File: src/rtl/piso_pkg.sv
// Shared types and default sizing for the PISO transmit scheduler.
package piso_pkg;

    typedef enum logic [1:0] {
        ST_IDLE   = 2'd0,
        ST_SHIFT  = 2'd1,
        ST_PARITY = 2'd2
    } piso_state_e;

    localparam int PISO_DATA_W  = 4;
    localparam int PISO_NUM_REQ = 2;

endpackage

File: src/rtl/rr_arbiter.sv
// Combinational round-robin arbiter: one-hot grant to the first requester at or after i_ptr.
module rr_arbiter #(
    parameter int NUM_REQ = 2,
    parameter int PTR_W   = $clog2(NUM_REQ)
) (
    input  logic [NUM_REQ-1:0] i_req,
    input  logic [PTR_W-1:0]   i_ptr,
    output logic [NUM_REQ-1:0] o_grant,
    output logic [PTR_W-1:0]   o_idx
);

    logic             w_found;
    logic [PTR_W-1:0] w_k;

    always_comb begin
        o_grant = '0;
        o_idx   = '0;
        w_found = 1'b0;
        w_k     = '0;
        for (int unsigned i = 0; i < NUM_REQ; i++) begin
            w_k = PTR_W'((32'(i_ptr) + i) % NUM_REQ);
            if (!w_found && i_req[w_k]) begin
                w_found      = 1'b1;
                o_grant[w_k] = 1'b1;
                o_idx        = w_k;
            end
        end
    end

endmodule

File: src/rtl/piso_tx_scheduler.sv
// Round-robin fronted PISO transmitter: framed MSB-first serial stream with source tag.
// Optional trailing even-parity bit when PISO_TX_SCHED_PARITY_EN is defined.
module piso_tx_scheduler
    import piso_pkg::*;
#(
    parameter int DATA_W  = PISO_DATA_W,
    parameter int NUM_REQ = PISO_NUM_REQ
) (
    input  logic                       clock,
    input  logic                       reset,
    input  logic [NUM_REQ-1:0]         req_valid,
    input  logic [NUM_REQ*DATA_W-1:0]  req_data,
    output logic [NUM_REQ-1:0]         req_ready,
    output logic                       ser_data,
    output logic                       ser_valid,
    output logic                       ser_first,
    output logic [$clog2(NUM_REQ)-1:0] ser_src,
    output logic                       busy
);

    localparam int IW    = $clog2(NUM_REQ);
    localparam int CNT_W = (DATA_W > 1) ? $clog2(DATA_W) : 1;

    piso_state_e       r_state;
    piso_state_e       w_next;
    logic [DATA_W-1:0] r_shift;
    logic [CNT_W-1:0]  r_cnt;
    logic [IW-1:0]     r_src;
    logic [IW-1:0]     r_ptr;
`ifdef PISO_TX_SCHED_PARITY_EN
    logic              r_parity;
`endif

    logic [NUM_REQ-1:0] w_grant;
    logic [IW-1:0]      w_idx;
    logic               w_accept;
    logic [DATA_W-1:0]  w_words [NUM_REQ];
    logic [DATA_W-1:0]  w_word;

    for (genvar g = 0; g < NUM_REQ; g++) begin : g_words
        assign w_words[g] = req_data[g*DATA_W +: DATA_W];
    end

    rr_arbiter #(
        .NUM_REQ (NUM_REQ),
        .PTR_W   (IW)
    ) u_arb (
        .i_req   (req_valid),
        .i_ptr   (r_ptr),
        .o_grant (w_grant),
        .o_idx   (w_idx)
    );

    assign w_word   = w_words[w_idx];
    assign w_accept = |(req_valid & req_ready);

    always_ff @(posedge clock) begin
        if (reset) begin
            r_state <= ST_IDLE;
        end else begin
            r_state <= w_next;
        end
    end

    always_comb begin
        w_next = r_state;
        case (r_state)
            ST_IDLE:   if (w_accept) w_next = ST_SHIFT;
            ST_SHIFT: begin
                if (r_cnt == '0) begin
`ifdef PISO_TX_SCHED_PARITY_EN
                    w_next = ST_PARITY;
`else
                    w_next = ST_IDLE;
`endif
                end
            end
`ifdef PISO_TX_SCHED_PARITY_EN
            ST_PARITY: w_next = ST_IDLE;
`endif
            default:   w_next = ST_IDLE;
        endcase
    end

    // The final shift of a frame leaves the register zero, so ser_data idles low.
    always_ff @(posedge clock) begin
        if (reset) begin
            r_shift  <= '0;
            r_cnt    <= '0;
            r_src    <= '0;
            r_ptr    <= '0;
`ifdef PISO_TX_SCHED_PARITY_EN
            r_parity <= 1'b0;
`endif
        end else if (w_accept) begin
            r_shift  <= w_word;
            r_cnt    <= CNT_W'(DATA_W - 1);
            r_src    <= w_idx;
            r_ptr    <= (w_idx == IW'(NUM_REQ - 1)) ? '0 : w_idx + 1'b1;
`ifdef PISO_TX_SCHED_PARITY_EN
            r_parity <= ^w_word;
`endif
        end else if (r_state == ST_SHIFT) begin
            r_shift  <= r_shift << 1;
            r_cnt    <= r_cnt - 1'b1;
        end
    end

    always_comb begin
        req_ready = (r_state == ST_IDLE && !reset) ? w_grant : '0;
        ser_valid = (r_state != ST_IDLE);
        busy      = (r_state != ST_IDLE);
        ser_first = (r_state == ST_SHIFT) && (r_cnt == CNT_W'(DATA_W - 1));
        ser_data  = r_shift[DATA_W-1];
`ifdef PISO_TX_SCHED_PARITY_EN
        if (r_state == ST_PARITY) ser_data = r_parity;
`endif
    end

    assign ser_src = r_src;

endmodule

File: config.mk
export PLATFORM = sky130hd
export DESIGN_NAME = piso_tx_scheduler
export DESIGN_NICKNAME = d
export VERILOG_FILES = /design/src/rtl/piso_pkg.sv /design/src/rtl/rr_arbiter.sv /design/src/rtl/piso_tx_scheduler.sv
export SDC_FILE = /design/constraint.sdc
export NUM_CORES = 1
export LEC_CHECK = 0
export CORE_AREA = 2 2 39 41
export DETAILED_ROUTE_END_ITERATION = 6
export DIE_AREA = 0 0 41 43
export PLACE_DENSITY = 0.67
export SLEW_MARGIN = 10
export SYNTH_ARGS = -nofsm -noshare
export SYNTH_HDL_FRONTEND = slang
export SYNTH_SLANG_ARGS = --single-unit
File: constraint.sdc
create_clock -name clock -period 3.1 [get_ports clock]
set_clock_uncertainty 0.05 [all_clocks]
set_input_delay 0.465 -clock clock [delete_from_list [all_inputs] [get_ports clock]]
set_output_delay 0.465 -clock clock [all_outputs]
set_load 0.02 [all_outputs]
# Word-level counts from Yosys, hierarchy flattened
# Cells that the tools add are included.
[totals]
reg_bits = 10
latchBits = 0
mem_bits_rw = 0
rom_bits = 0
input_bits = 12
memories = 0
[classes]
add_sub_neg = 3
multipliers = 0
div_mod_pow = 0
order_cmp = 5
eq_ne = 4
shifts = 0
mux = 25
n_bitwise = 3
reduce_logical = 13
[op_table]
columns = ["cell", "n"]
rows = [
  ["two-way mux 4 bit", 5],
  ["two-way mux 2 bit", 7],
  ["two-way mux 1 bit", 10],
  ["logical AND 1 bit", 5],
  ["zero test 2 bit", 2],
  ["less-than comparator 1 x 2 -> 1 bit, second input constant", 2],
  ["inequality test 2 bit, second input constant", 2],
  ["one-hot mux 2 bit (2 select lines)", 1],
  ["nonzero test 2 bit", 2],
  ["adder 1 bit, second input constant", 2],
  ["AND 2 bit", 1],
  ["demux 1 bit (select 1 bit)", 2],
  ["equality test 2 x 1 -> 1 bit, second input constant", 1],
  ["equality test 2 bit, second input constant", 1],
  ["greater-or-equal comparator 1 bit, second input constant", 2],
  ["greater-or-equal comparator 2 bit, second input constant", 1],
  ["zero test 1 bit", 2],
  ["NOT 1 -> 2 bit", 1],
  ["OR 2 bit", 1],
  ["AND reduction 2 bit", 1],
  ["OR reduction 2 bit", 1],
  ["subtractor 2 x 1 -> 2 bit, second input constant", 1],
]

# Depth between registers and ports, before layout
# Gate-level depths: netlist (run 1).
[logic_depth]
word_depth = 12
mapped_depth = 5
ltp_nobuf = 5

# Cells and area by module
# Synthesis (run 1) repeated with hierarchy kept, for this count alone.
[unflattened]
cells_unflattened = 54
hier_area_um2 = 549.3
[by_module_without_submodules]
columns = ["mod", "instances", "cells_per_inst", "area_per_inst_um2", "seq_area_each_um2"]
rows = [
  ["piso_tx_scheduler", 1, 50, 519.2, 180.2],
  ["rr_arbiter", 1, 4, 30.0, 0.0],
]

# Least setup slack after synthesis (run 1)
# No wires, ideal clock.
[synth_timing]
path_type = "input -> output"
startpoint = "input req_valid[1]"
endpoint = "output req_ready[1]"
arrival_time_ps = 1231
t_required_ps = 2585
setup_slack_ps = 1354
path_stages = 4
path_buffers = 1
cell_sequence = "buf_6 -> or2b_1 -> nand2b_1 -> nor2_1"
[synth_via]
elab_chain_cells = 7
[synth_lines]
columns = ["element", "line", "text"]
rows = [
  ["from (decl)", "piso_tx_scheduler.sv:11", "input logic [NUM_REQ-1:0] req_valid,"],
  ["two-way mux 1 bit (not written as such) (2 in series)", "rr_arbiter.sv:22", "if (!w_found && i_req[w_k]) begin"],
  ["two-way mux 1 bit", "rr_arbiter.sv:22", ""],
  ["zero test 1 bit", "rr_arbiter.sv:22", ""],
  ["logical AND 1 bit", "rr_arbiter.sv:22", ""],
  ["two-way mux 2 bit *", "rr_arbiter.sv:22", ""],
  ["two-way mux 2 bit *", "piso_tx_scheduler.sv:110", "req_ready = (r_state == ST_IDLE && !reset) ? w_grant : '0;"],
  ["to (decl)", "piso_tx_scheduler.sv:13", "output logic [NUM_REQ-1:0] req_ready,"],
]
# Mark *: on every way between the ends. The rest lies on a longest branch, timed or not. The select of a mux whose other input is x is not followed.

# Worst setup path in the final report (run 1)
[layout_timing]
startpoint = "input req_valid[0]"
endpoint = "output req_ready[1]"
# The elaborated chain is that of the path after synthesis.

==> flow_metrics.tcl, run 1 <==
set metrics [dict create \
    drive_gt1_frac 0.0833 \
    dp_hpwl_um 825 \
    fin_cells 100 \
    period_minus_slack_ns 2.58 \
    drv_cap 0 \
    yosysSeqAreaShare 0.349 \
    synth_top_area_cell "dfxtp_1" \
    p_per_area_mw_per_mm2 421 \
    routed.top_layer "met4" \
    p_leak_uw 0.000292 \
    row_count 14 \
    cts_made_buffers 3 \
    grt_use_total 0.165 \
    first_iter_violations 10 \
    outcome "finished, final reports clean" \
    initial_core_util 0.373 \
    hold_class "register to register" \
    hold_start "ser_src" \
    finalHoldViolations 0 \
    num_vias 531 \
    die_y_um 43 \
    syn_avg_cell_area_um2 8.07 \
    drc 0 \
    path_class "primary input to output port" \
    root_buffer "clkbuf_4" \
    synth_cells 64 \
    drt_wl_total_mm 1.12 \
    startpoint_type "primary input" \
    dr.pass1.iters 4 \
    h-tree-depth 1 \
    end_kind "output port" \
    fin_nets 99 \
    dieArea_mm2 0.00176 \
    critPathMaxFanout 8 \
    grt_max_degree 20 \
    syn_to_final_growth_pct 41.4 \
    worstHoldEndpoint "ser_src" \
    dr_wl_met3_um 61 \
    crit_arrival_ns 2.06 \
    num_io_pins 19 \
    wl_met2_um 497 \
    grt_pass1_wl_mm 2.00 \
    grt_setup_unrepaired "no" \
    ff2ff_setup_slack_ns 1.63 \
    avgViaCountPerCell 5.31 \
    netlist_area_um2 517 \
    timing.setup.tns_ns 0 \
    setup_viol 0 \
    cts_sinks 9 \
    cp.required_ns 2.58 \
    synth_fp_nets 78 \
    antenna_found_initial 0 \
    relSlewSlack 0.630 \
    synth_cell_types 28 \
    io_buffers 18 \
    wire_per_inst_um 11.2 \
    yosys-top-cells-area "dfxtp_1, a311oi_1, ha_1, o21ai_0, nor2_1" \
    regToRegEndpoint "r_shift[3]" \
    met1_length_um 533 \
    cts_resized 0 \
    die_w_um 41 \
    cts_setup_buffers 0 \
    finalCritPeriodShare 0.832 \
    clock_latency_ns 0.26 \
    coreArea_mm2 0.00138 \
    num_antenna_cells 0 \
    slew_violations 0 \
    tightestPinTransition_ns 0.555 \
    clockBufferDepth 2 \
    synth_top_cell_area_share 0.349 \
    ant_nets 0 \
    cts_hold_buffers 0 \
    fmax_mhz 388 \
    dp_cells 96 \
    ys_ff_latch 9 \
    r2r-start "r_state[0]" \
    cts_tree "built" \
    path_clk_slew_ns 0.06 \
    grt_overflow_total 0 \
    whs_path_depth 2 \
    place.gp.congestion 0.753 \
    grt_pass1_vias 487 \
    yosys_warnings 0 \
    ir_drop_mv 0.146 \
    reg2reg_depth 3 \
]
## layout by cell type (no fill, tap or decap), types with 2 or more instances in the layout
cell	n
nor2_1	6
nor2b_1	3
o21ai_0	5
a311oi_1	3
ha_1	2
a221oi_1	2
a21oi_1	3
clkdlybuf4s50_1	18
clkbuf_4	3
nand2_1	3
dfxtp_1	9
buf_4	2
inv_1	5
and2_1	2
nand2b_1	3
nand3_1	3
## cell type report
| type | instances | area, um^2 |
|---|---|---|
| repair buffers | 20 | 195 |
| well taps | 16 | 20.0 |
| inverters | 5 | 18.8 |
| flip-flops and latches | 9 | 180 |
| fillers | 159 | 653 |
| clock buffers | 4 | 26.3 |
| multi-input cells | 46 | 290 |
## stage by stage
step	hold slack (ns)	power [uW]	worst slack, ns	utilization	instance area (um^2)
after floorplan	0.417	186	1.35	-	517
after global placement	0.419	218	0.566	0.509	704
after detailed placement	0.419	220	0.538	0.509	704
after CTS	0.430	309	0.521	0.528	731
after global routing	0.477	325	0.446	0.528	731
final	0.428	308	0.522	0.528	731
## worst max-delay path: stages
cell,delay (ns)
clkdlybuf4s50_1,0.54
nand2b_1,0.25
nand2b_1,0.11
nor2_1,0.09
clkdlybuf4s50_1,0.60
## flip-flops by register name, indices dropped and copies added, names as in the netlist
| signal | count |
|---|---|
| r_cnt | 2 |
| ser_src | 1 |
| r_shift | 4 |
| r_state | 1 |
| r_ptr | 1 |
## metal layers
layer / vias to the layer above / global-route usage
li1: 272 / -
met1: 232 / 0.225
met2: 23 / 0.231
met3: 4 / 0.0157
met4: 0 / 0.120
met5: - / 0
## synth_stat cells
cell type and instances:
a211o_1 1, a211oi_1 1, a21oi_1 3, a221oi_1 2, a2bb2oi_1 1, a311oi_1 3, a31oi_1 1, a41oi_1 1
and2_1 2, and3_1 1, buf_2 1, buf_4 1, buf_6 1, clkbuf_1 1, dfxtp_1 9, ha_1 2
inv_1 5, nand2_1 3, nand2b_1 3, nand3_1 3, nand4_1 1, nor2_1 6, nor2b_1 3, nor3_1 1
o21ai_0 5, or2_2 1, or2b_1 1, or3_4 1
## cells by family (layout without fill, tap and decap cells)
group,after synthesis,after routing,share of synthesized area
AND/OR/NAND/NOR,26,26,0.274
AO/OA/AOI/OAI,18,18,0.240
flip-flops,9,9,0.349
adder cells (fa/ha/maj),2,2,0.0484
buffers and inverters,9,29,0.0896
## how the worst max path moves through the flow
stage | startpoint | to | cells after the start
floorplan | req_valid[1] | req_ready[1] | 4
global placement | req_valid[1] | req_ready[1] | 5
detailed placement | req_valid[0] | req_ready[1] | 5
CTS | req_valid[0] | req_ready[1] | 5
global route | req_valid[0] | req_ready[1] | 5
finish | req_valid[0] | req_ready[1] | 5
## report_power, final
group / switching, uW / total (uW) / internal, uW
sequential: 10.6 / 137 / 127
clock: 41.4 / 91.0 / 49.6
combinational: 35.6 / 79.1 / 43.5
total: 87.6 / 308 / 220
No activity file was read; power rests on OpenSTA's default activity.
==> run 2, diff against run 1 <==
==> constraint.sdc (replaced) <==
create_clock -name clock -period 2.6 [get_ports clock]
set_clock_uncertainty 0.05 [all_clocks]
set_input_delay 0.39 -clock clock [delete_from_list [all_inputs] [get_ports clock]]
set_output_delay 0.39 -clock clock [all_outputs]
set_load 0.02 [all_outputs]
==> flow_metrics.tcl, run 2 (synthesis results as in run 1) <==
set metrics [dict create \
    dp_cells 99 \
    timing.setup.tns_ns 0 \
    startpoint_type "primary input" \
    num_antenna_cells 0 \
    die_y_um 43 \
    ff2ff_setup_slack_ns 1.25 \
    post_dp_cell_area_um2 727 \
    routed.top_layer "met4" \
    dp_hpwl_um 892 \
    wl_met2_um 512 \
    dieArea_mm2 0.00176 \
    regArea_um2 180 \
    r2r-start "r_state[0]" \
    initial_core_util 0.373 \
    first_iter_violations 4 \
    fin_area_um2 753 \
    grt_overflow_total 0 \
    ir_drop_mv 0.283 \
    grt_max_degree 14 \
    num_vias 533 \
    largest_registers "r_shift x4, r_cnt x2" \
    critPathMaxFanout 2 \
    period_minus_slack_ns 2.41 \
    cts_made_buffers 3 \
    cp.required_ns 2.16 \
    largest_register_ffs 4 \
    regMostFlops "r_shift" \
    coreArea_mm2 0.00138 \
    post-place-ws_ns 0.184 \
    cts_tree "built" \
    cts_sinks 9 \
    h-tree-depth 1 \
    fin_nets 102 \
    crit_arrival_ns 1.97 \
    n_fill_cell 157 \
    worstHoldEndpoint "ser_src" \
    drc 0 \
    clock_latency_ns 0.26 \
    clockBufferDepth 2 \
    fin_ws_ns 0.188 \
    hold_class "register to register" \
    cts_resized 0 \
    row_count 14 \
    regToRegEndpoint "r_shift[1]" \
    ant_nets 0 \
    reg2reg_depth 4 \
    grt_pass1_wl_mm 2.05 \
    finalCritPeriodShare 0.928 \
    syn_to_final_growth_pct 45.8 \
    fin_cells 103 \
    io_buffers 18 \
    num_io_pins 19 \
    wire_per_inst_um 11.1 \
    dr.pass1.iters 4 \
    path_class "primary input to output port" \
    grt_use_total 0.177 \
    cts_hold_buffers 0 \
    finalHoldViolations 0 \
    dr_wl_met3_um 63 \
    final_cell_mix "clkdlybuf4s50_1, dfxtp_1, nor2_1" \
    drv_cap 0 \
    antenna_found_initial 0 \
    drive_gt1_frac 0.115 \
    hold_slack_ns 0.433 \
    grt_setup_unrepaired "no" \
    met1_length_um 534 \
    p_per_area_mw_per_mm2 497 \
    slew_violations 0 \
    place.gp.congestion 0.719 \
    hold_start "ser_src" \
    path_clk_slew_ns 0.06 \
    grt_pass1_vias 471 \
    die_w_um 41 \
    end_kind "output port" \
    final_common_cell "clkdlybuf4s50_1" \
    relSlewSlack 0.752 \
    multi_input_area_um2 290 \
    root_buffer "clkbuf_4" \
    drt_wl_total_mm 1.14 \
    whs_path_depth 2 \
    setup_viol 0 \
    p_leak_uw 0.000306 \
    outcome "finished, final reports clean" \
    avgViaCountPerCell 5.17 \
    tightestPinTransition_ns 0.371 \
    fmax_mhz 415 \
    cts_setup_buffers 0 \
]
==> run 2: cell count changes in the layout (fill, tap and decap cells not counted), sizes merged <==
cell,before,now
buf,2,5
==> run 2: where the power goes <==
part           internal, uW  switching, uW
logic                  56.6           45.6
registers               151           10.5
clock network          59.3           50.8
total                   267            107
==> run 2: area by class of cell <==
type,count,share of cell area
Clock buffer,4,0.0349
Inverter,5,0.0249
Multi-Input combinational cell,46,0.385
Sequential cell,9,0.239
Tap cell,16,0.0266
Timing Repair Buffer,23,0.289
==> run 2: worst max-delay path by stage <==
stage | startpoint | endpoint | slack, ns
2_1_floorplan | req_valid[1] | req_ready[1] | 1.00
3_3_place_gp | req_valid[1] | req_ready[1] | 0.22
3_5_place_dp | req_valid[1] | req_ready[1] | 0.18
4_1_cts | req_valid[1] | req_ready[1] | 0.18
5_1_grt | req_valid[1] | req_ready[1] | 0.12
6_report | req_valid[1] | req_ready[1] | 0.19
==> run 2: stage by stage <==
step           utilization  total power [uW]
2_1_floorplan            -               221
3_3_place_gp         0.525               266
3_5_place_dp         0.525               268
4_1_cts              0.544               380
5_1_grt              0.544               402
6_report             0.544               374
==> run 2: metal layers <==
metal	vias up	track usage
li1	273	-
met1	236	0.214
met4	0	0.120
met5	-	0
met2	20	0.250
met3	4	0.0628
==> run 2: worst max-delay path, stage by stage <==
cell	delay, ns
clkdlybuf4s50_1	0.47
or2b_1	0.24
nand2b_1	0.16
nor2_1	0.09
clkdlybuf4s50_1	0.62
